===== config.mk =====
export PLATFORM = sky130hd
export DESIGN_NAME = adc_bcd_display
export DESIGN_NICKNAME = d
export VERILOG_FILES = /design/src/rtl/adc_bcd_display.sv
export SDC_FILE = /design/constraint.sdc
export NUM_CORES = 1
export LEC_CHECK = 0
export ABC_AREA = 1
export CORE_MARGIN = 1.5
export CORE_UTILIZATION = 35
export DETAILED_ROUTE_END_ITERATION = 7
export DONT_BUFFER_PORTS = 1
export GPL_ROUTABILITY_DRIVEN = 0
export GPL_TIMING_DRIVEN = 0
export PLACE_DENSITY = 0.6
export REMOVE_ABC_BUFFERS = 1
export SLEW_MARGIN = 20
export SYNTH_ARGS = -nofsm -noshare
export SYNTH_HDL_FRONTEND = slang
export SYNTH_SLANG_ARGS = --single-unit
export TNS_END_PERCENT = 20

===== constraint.sdc =====
create_clock -name clk -period 2.5 [get_ports clk]
set_input_delay 0.375 -clock clk [delete_from_list [all_inputs] [get_ports clk]]
set_output_delay 0.375 -clock clk [all_outputs]
set_load 0.05 [all_outputs]

===== src/rtl/adc_bcd_display.sv =====
// Samples an 8-bit ADC word, box-car averages 2^AVG_LOG2 samples and converts
// the average to three BCD digits for a 4-digit seven-segment driver.
module adc_bcd_display #(
  parameter int SAMPLE_DIV = 48000,
  parameter int AVG_LOG2   = 4
) (
  input  logic       clk,
  input  logic       rst,
  input  logic [7:0] adc_data,
  input  logic       hold,
  output logic [3:0] num1,
  output logic [3:0] num2,
  output logic [3:0] num3,
  output logic [3:0] num4,
  output logic [7:0] adc_avg,
  output logic       upd,
  output logic       ovr
);

  localparam int TCNT_W = (SAMPLE_DIV > 1) ? $clog2(SAMPLE_DIV) : 1;
  localparam int SCNT_W = (AVG_LOG2 > 0) ? AVG_LOG2 : 1;
  localparam int ACC_W  = 8 + AVG_LOG2;
  localparam logic [TCNT_W-1:0] TCNT_LAST = TCNT_W'(SAMPLE_DIV - 1);
  localparam logic [SCNT_W-1:0] SCNT_LAST = SCNT_W'((1 << AVG_LOG2) - 1);

  typedef enum logic [1:0] {
    IDLE  = 2'd0,
    SHIFT = 2'd1,
    DONE  = 2'd2
  } state_t;

  state_t            state_q, state_d;
  logic [TCNT_W-1:0] tcnt_q, tcnt_d;
  logic [SCNT_W-1:0] scnt_q, scnt_d;
  logic [ACC_W-1:0]  acc_q, acc_d;
  logic [7:0]        adc_avg_q, adc_avg_d;
  logic [19:0]       sr_q, sr_d;
  logic [2:0]        iter_q, iter_d;
  logic [11:0]       digits_q, digits_d;
  logic              upd_q, upd_d;
  logic              ovr_q, ovr_d;
  logic [3:0]        num4_q, num4_d;

  logic              tick;
  logic              last_sample;
  logic              avg_valid;
  logic [ACC_W-1:0]  sum;
  logic [7:0]        avg;

  // One double-dabble step: correct each BCD nibble, then shift left by one.
  function automatic logic [19:0] dabble(input logic [19:0] s);
    logic [19:0] t;
    t = s;
    for (int i = 0; i < 3; i++) begin
      if (t[8 + 4*i +: 4] >= 4'd5) begin
        t[8 + 4*i +: 4] = t[8 + 4*i +: 4] + 4'd3;
      end
    end
    return {t[18:0], 1'b0};
  endfunction

  always_comb begin
    tick   = (tcnt_q == TCNT_LAST);
    tcnt_d = tcnt_q + 1'b1;
    if (tick) begin
      tcnt_d = '0;
    end
  end

  // The accumulator is wide enough for 2^AVG_LOG2 full-scale samples.
  always_comb begin
    last_sample = (scnt_q == SCNT_LAST);
    avg_valid   = tick && last_sample;
    sum         = acc_q + ACC_W'(adc_data);
    avg         = sum[AVG_LOG2 +: 8];
    acc_d       = acc_q;
    scnt_d      = scnt_q;
    adc_avg_d   = adc_avg_q;
    if (tick) begin
      if (last_sample) begin
        acc_d     = '0;
        scnt_d    = '0;
        adc_avg_d = avg;
      end else begin
        acc_d  = sum;
        scnt_d = scnt_q + 1'b1;
      end
    end
  end

  always_comb begin
    state_d  = state_q;
    sr_d     = sr_q;
    iter_d   = iter_q;
    digits_d = digits_q;
    upd_d    = 1'b0;
    ovr_d    = ovr_q;
    if (avg_valid && (state_q != IDLE)) begin
      ovr_d = 1'b1;
    end
    case (state_q)
      IDLE: begin
        if (avg_valid) begin
          sr_d    = {12'b0, avg};
          iter_d  = 3'd0;
          state_d = SHIFT;
        end
      end
      SHIFT: begin
        sr_d   = dabble(sr_q);
        iter_d = iter_q + 3'd1;
        if (iter_q == 3'd7) begin
          state_d = DONE;
        end
      end
      DONE: begin
        // A held display simply discards the finished conversion.
        if (!hold) begin
          digits_d = sr_q[19:8];
          upd_d    = 1'b1;
        end
        state_d = IDLE;
      end
      default: begin
        state_d = IDLE;
      end
    endcase
  end

  always_comb begin
    num4_d = hold ? 4'hA : 4'h0;
  end

  always_ff @(posedge clk or posedge rst) begin
    if (rst) begin
      state_q   <= IDLE;
      tcnt_q    <= '0;
      scnt_q    <= '0;
      acc_q     <= '0;
      adc_avg_q <= '0;
      sr_q      <= '0;
      iter_q    <= '0;
      digits_q  <= '0;
      upd_q     <= 1'b0;
      ovr_q     <= 1'b0;
      num4_q    <= '0;
    end else begin
      state_q   <= state_d;
      tcnt_q    <= tcnt_d;
      scnt_q    <= scnt_d;
      acc_q     <= acc_d;
      adc_avg_q <= adc_avg_d;
      sr_q      <= sr_d;
      iter_q    <= iter_d;
      digits_q  <= digits_d;
      upd_q     <= upd_d;
      ovr_q     <= ovr_d;
      num4_q    <= num4_d;
    end
  end

  assign num1    = digits_q[3:0];
  assign num2    = digits_q[7:4];
  assign num3    = digits_q[11:8];
  assign num4    = num4_q;
  assign adc_avg = adc_avg_q;
  assign upd     = upd_q;
  assign ovr     = ovr_q;

endmodule


Word-level counts from Yosys, hierarchy flattened:

Cells that the tools add are included.

* add/sub/neg operators: 7
* $lt $le $gt $ge: 3
* eq/ne operators: 7
* muxes and demuxes: 16
* bitwise logic cells: 1
* reductions and logical operators: 9

Operator list (count)
* 20-bit one-hot mux with 2 select lines: 1
* 20-bit 2-to-1 mux: 1
* 16-bit by 1-bit adder with 16-bit output, second input constant: 1
* 16-bit equality test, second input constant: 1
* 16-bit 2-to-1 mux: 1
* 4-bit 2-to-1 mux: 4
* 12-bit by 8-bit adder with 12-bit output: 1
* 4-bit by 3-bit >= comparator with 1-bit output, second input constant: 3
* 12-bit 2-to-1 mux: 1
* 4-bit by 2-bit adder with 4-bit output, second input constant: 2
* 2-bit AND reduction: 4
* 3-bit 2-to-1 mux: 2
* 3-bit one-hot mux with 2 select lines: 1
* 4-bit by 1-bit adder with 4-bit output, second input constant: 1
* 4-bit equality test, second input constant: 1
* 2-bit 2-to-1 mux: 2
* 2-bit != test, second input constant: 2
* 2-bit one-hot mux with 2 select lines: 1
* 2-bit nonzero test: 2
* 3-bit by 1-bit adder with 3-bit output, second input constant: 1
* 3-bit by 2-bit adder with 3-bit output, second input constant: 1
* 3-bit equality test, second input constant: 1
* 2-bit by 1-bit equality test with 1-bit output, second input constant: 1
* 2-bit equality test, second input constant: 1
* other kinds (4): 6

* register bits after elaboration: 83
* bits of input ports: 11
* output and inout port bits: 26
* logic and storage cells: 54

Depth between registers and ports, before layout:

* depth after elaboration: 4
* depth in mapped cells: 11
* mapped depth without buffers: 11

Worst setup path after synthesis:

OpenSTA, ideal clock, no wires.

* path kind: input to register
* start: in adc_data[0]
* end: reg sr_q[0]
* library setup time: 0.132 ns
* arrival time: 1.591 ns
* setup slack: 0.777 ns
* stages: 7
* path buffers: 0
* path through: ha_1 -> fa_1 -> nand2_1 -> nand3_1 -> nand2_1 -> xor2_1 -> o21ai_1

* cells in the longest elaborated chain, start to end: 3

RTL lines
* start, declared: RTL line 9 `input logic [7:0] adc_data,`
* 12-bit by 8-bit adder with 12-bit output: RTL line 74 `sum = acc_q + ACC_W'(adc_data);`
* 20-bit 2-to-1 mux: RTL line 103 `if (avg_valid) begin`
* 20-bit one-hot mux with 2 select lines: RTL line 101 `case (state_q)`
* end signal, assigned: RTL line 153 `sr_q <= sr_d;`
* end, declared: RTL line 37 `logic [19:0] sr_q, sr_d;`

No other way between the ends. The select of a mux whose other input is x is not followed.
A chain may end at the register's enable or synchronous reset.

Final worst setup path:

* start: reg acc_q[0]
* end: reg sr_q[0]

* cells in the longest elaborated chain, start to end: 3

RTL lines
* start, declared: RTL line 35 `logic [ACC_W-1:0] acc_q, acc_d;`
* start signal, assigned: RTL line 139 `acc_q <= '0;`
* start signal, assigned: RTL line 151 `acc_q <= acc_d;`
* 12-bit by 8-bit adder with 12-bit output: RTL line 74
* 20-bit 2-to-1 mux: RTL line 103
* 20-bit one-hot mux with 2 select lines: RTL line 101

No other way between the ends. The select of a mux whose other input is x is not followed.

==> results by group <==
Outcome
  • Status: finished clean

Logic synthesis
  • Ys flop type: dfrtp_1
  • Synth async-reset ratio: 100%
  • Synth top area cells: dfrtp_1 47%, nand2_1 14%, inv_1 5.4%
  • Cell count after synthesis: 529
  • Post-synthesis register bit count: 80
  • Largest area contributor in the netlist: dfrtp_1
  • Avg Cell Area, Syn: 8.12 um2
  • Register area share after synthesis: 46.6%
  • Post-synth EDFFs: 0
  • Post-synth top cells: 155 x nand2_1, 80 x dfrtp_1, 62 x inv_1, 43 x nand3_1, 39 x o21ai_0
  • Synth Cell Area: 4300 um2
  • Netlist cell types: 41
  • Warning count from the yosys run: 0
  • Share of the synthesized area in the top cell type: 46.6%
  • Most common cell in the synthesized netlist: nand2_1

Clocking
  • CTS tree: done
  • Root Driver: clkbuf_16
  • Clk sinks: 80
  • Worst-path clk slew: 0.06 ns
  • Postcts setup bufs: 0
  • H-tree levels: 3
  • CTS Buf Count: 9
  • Clk buf depth: 2
  • Clk_lat worst skew: 0.34 ns

Worst setup path
  • CP dominant cell by count: nand2_1
  • Crit path arrival time: 2.19 ns
  • Worst Path Required: 2.71 ns
  • Crit path max fanout: 3
  • CP max-delay cell: fa_1
  • Setup CP Type: flop to flop
  • CP Capture Type: flop
  • Max incr delay on CP: 0.45 ns
  • Crit path launch type: flop
  • Critical Path, Cell by Cell: ha_1 > fa_1 > nand2_1 > nand3_1 > nand2_1 > xor2_1 > o21ai_1

GRT
  • Grt ovf: 0
  • Met1 Track Usage GR: 19.7%
  • First-pass GRT wire length: 15300 um
  • GR Util met3: 4.30%
  • GR Util met2: 23.7%
  • Pin count of the biggest net entering global routing: 48
  • Initial antenna violation count: 0
  • Vias in the first global route: 3267
  • All-Layer GR Usage: 14.9%
  • Grt peak-use layer: met2

Route
  • DRC: 0
  • Initial DRC count: 166
  • Final wirelength: 8750 um
  • Remaining antenna violation count: 0
  • DR vias/cell: 4.85
  • Drt pass-1 iters: 7
  • Via count: 3309
  • Detailed-route wire length per cell: 12.8 um

Timing
  • Fmax: 505 MHz
  • Final Skew: 0.00529 ns
  • Final hold violation count: 0
  • Minimum clock period: 1.98 ns
  • Tightest Pin Transition: 0.866 ns
  • Relative slew slack: 42.3%
  • RSZ-0062 raised after global routing: false
  • Max-slew violation count: 0
  • Final worst path period share: 79.3%
  • Hold slack: 0.0681 ns
  • Final setup violating endpoints: 0

Die
  • Initial Util: 35.8%
  • Die X: 114 um
  • IO Pins: 37
  • Core footprint: 12000 um2
  • Die Y: 114 um
  • Site Rows: 40
  • Die ar.: 12900 um2

Final layout
  • Post-layout instance area: 4750 um2
  • Area Overhead vs Synth: 10.5%
  • Antenna Cells: 0
  • Final #Nets: 561
  • Non-filler cells in the finished layout: 682
  • Share of post-route cells with drive strength above 1: 8.79%

Pwr
  • Switching portion of total power: 23.6%
  • Cell-internal power: 2.14 mW
  • Sequential share of power: 48.3%
  • Maximum VDD drop: 0.237 mV
  • Leak: 2.38 nW
  • Combinational power share: 4.9%
  • Clock network power share: 46.7%
  • PwrDens: 590 nW/um2
  • Switch Pwr: 660 uW

Placed design
  • Port Buffers: 0
  • Placement Cell Area: 4440 um2
  • Dpl hpwl: 6380 um
  • Placed cell count: 666

Min path
  • Hold crit path type: primary input to flop

Run
  • Number of max-cap violations: 0
[cell families (layout without fill, tap and decap cells)]
family	count (synthesis)	in the layout	share of synthesized area, %
buffers and inverters	80	85	7.75
adder cells (fa/ha/maj)	19	19	5.71
flip-flops	80	80	46.6
AND/OR/NAND/NOR	266	266	28.4
AO/OA/AOI/OAI	71	71	9.00
other	1	2	0.0873
XOR/XNOR	12	12	2.45
[stage by stage]
stage,setup TNS [ns],total power [mW],setup WS [ns],utilization [%]
6_report,0,2.80,0.518,39.5
5_1_grt,0,2.91,0.333,39.5
4_1_cts,0,2.84,0.157,39.5
3_5_place_dp,0,1.52,0.198,37.0
3_3_place_gp,-70.02,1.51,-0.879,36.7
2_1_floorplan,0,1.48,0.0733,-
[repair_timing]
item / in CTS / in global routing
endpoints found under the setup margin: 0 / 13
resized for setup: 0 / 1
endpoints found under the hold margin: 33 / 0
hold buffers: 1 / 0
[state kept, by name, indices dropped and copies added (netlist names)]
signal	flops
state_q	2
num4	1
ovr	1
acc_q	12
adc_avg	8
upd	1
sr_q	20
tcnt_q	16
iter_q	3
scnt_q	4
digits_q	12
[per-layer routing]
layer | vias up | share of wire, %
li1 | 1704 | -
met1 | 1547 | 48
met2 | 51 | 46
met3 | 7 | 4.9
met4 | 0 | 1.2
met5 | - | 0
[critical path, delay by kind of cell (launching register included)]
family / cells / cell delay, ns
AO/OA/AOI/OAI: 1 / 0.13
AND/OR/NAND/NOR: 3 / 0.26
XOR/XNOR: 1 / 0.40
flip-flops: 1 / 0.38
adder cells (fa/ha/maj): 2 / 0.68
[final timing paths]
check	depth (start not counted)	slack, ns	end	startpoint
hold reg to reg	1	0.46	tcnt_q[0]	tcnt_q[0]
max in group asynchronous	3	1.38	acc_q[4]	rst
hold / removal	0	0.07	num4[1]	hold
min in group asynchronous	2	0.54	digits_q[10]	rst
setup reg to reg	7	0.52	sr_q[0]	acc_q[0]
setup / recovery	7	0.52	sr_q[0]	acc_q[0]
[power groups by stage]
| stage | Sequential [mW] | Combinational, mW | Clock, mW |
|---|---|---|---|
| after floorplan | 1.38 | 0.104 | 0 |
| after global placement | 1.38 | 0.130 | 0 |
| after detailed placement | 1.38 | 0.138 | 0 |
| after CTS | 1.35 | 0.140 | 1.35 |
| after global routing | 1.35 | 0.162 | 1.39 |
| final | 1.35 | 0.138 | 1.31 |
[placed cells by master, fill, tap and decap left out, types with 3 or more instances in the layout]
cell type and n:
nand3_1 43, o21ai_2 3, nand2_2 6, nor2_1 25
o21ai_0 39, o21ai_1 6, ha_1 18, nor2_4 3
nand2_1 155, inv_2 4, inv_1 61, dfrtp_1 80
nand4_1 9, xor2_1 10, clkinv_2 3, nor3_1 10
clkbuf_16 9, a21oi_1 15
[layout make-up]
class	count	area, um2
timing repair buffer	2	37.5
clock buffer	10	239
fill	1239	7260
sequential	80	2000
multi-input combinational	370	1970
inverter	68	262
clock inverter	5	57.6
tap	147	184
Note: power is estimated with default switching activity, not from simulation.
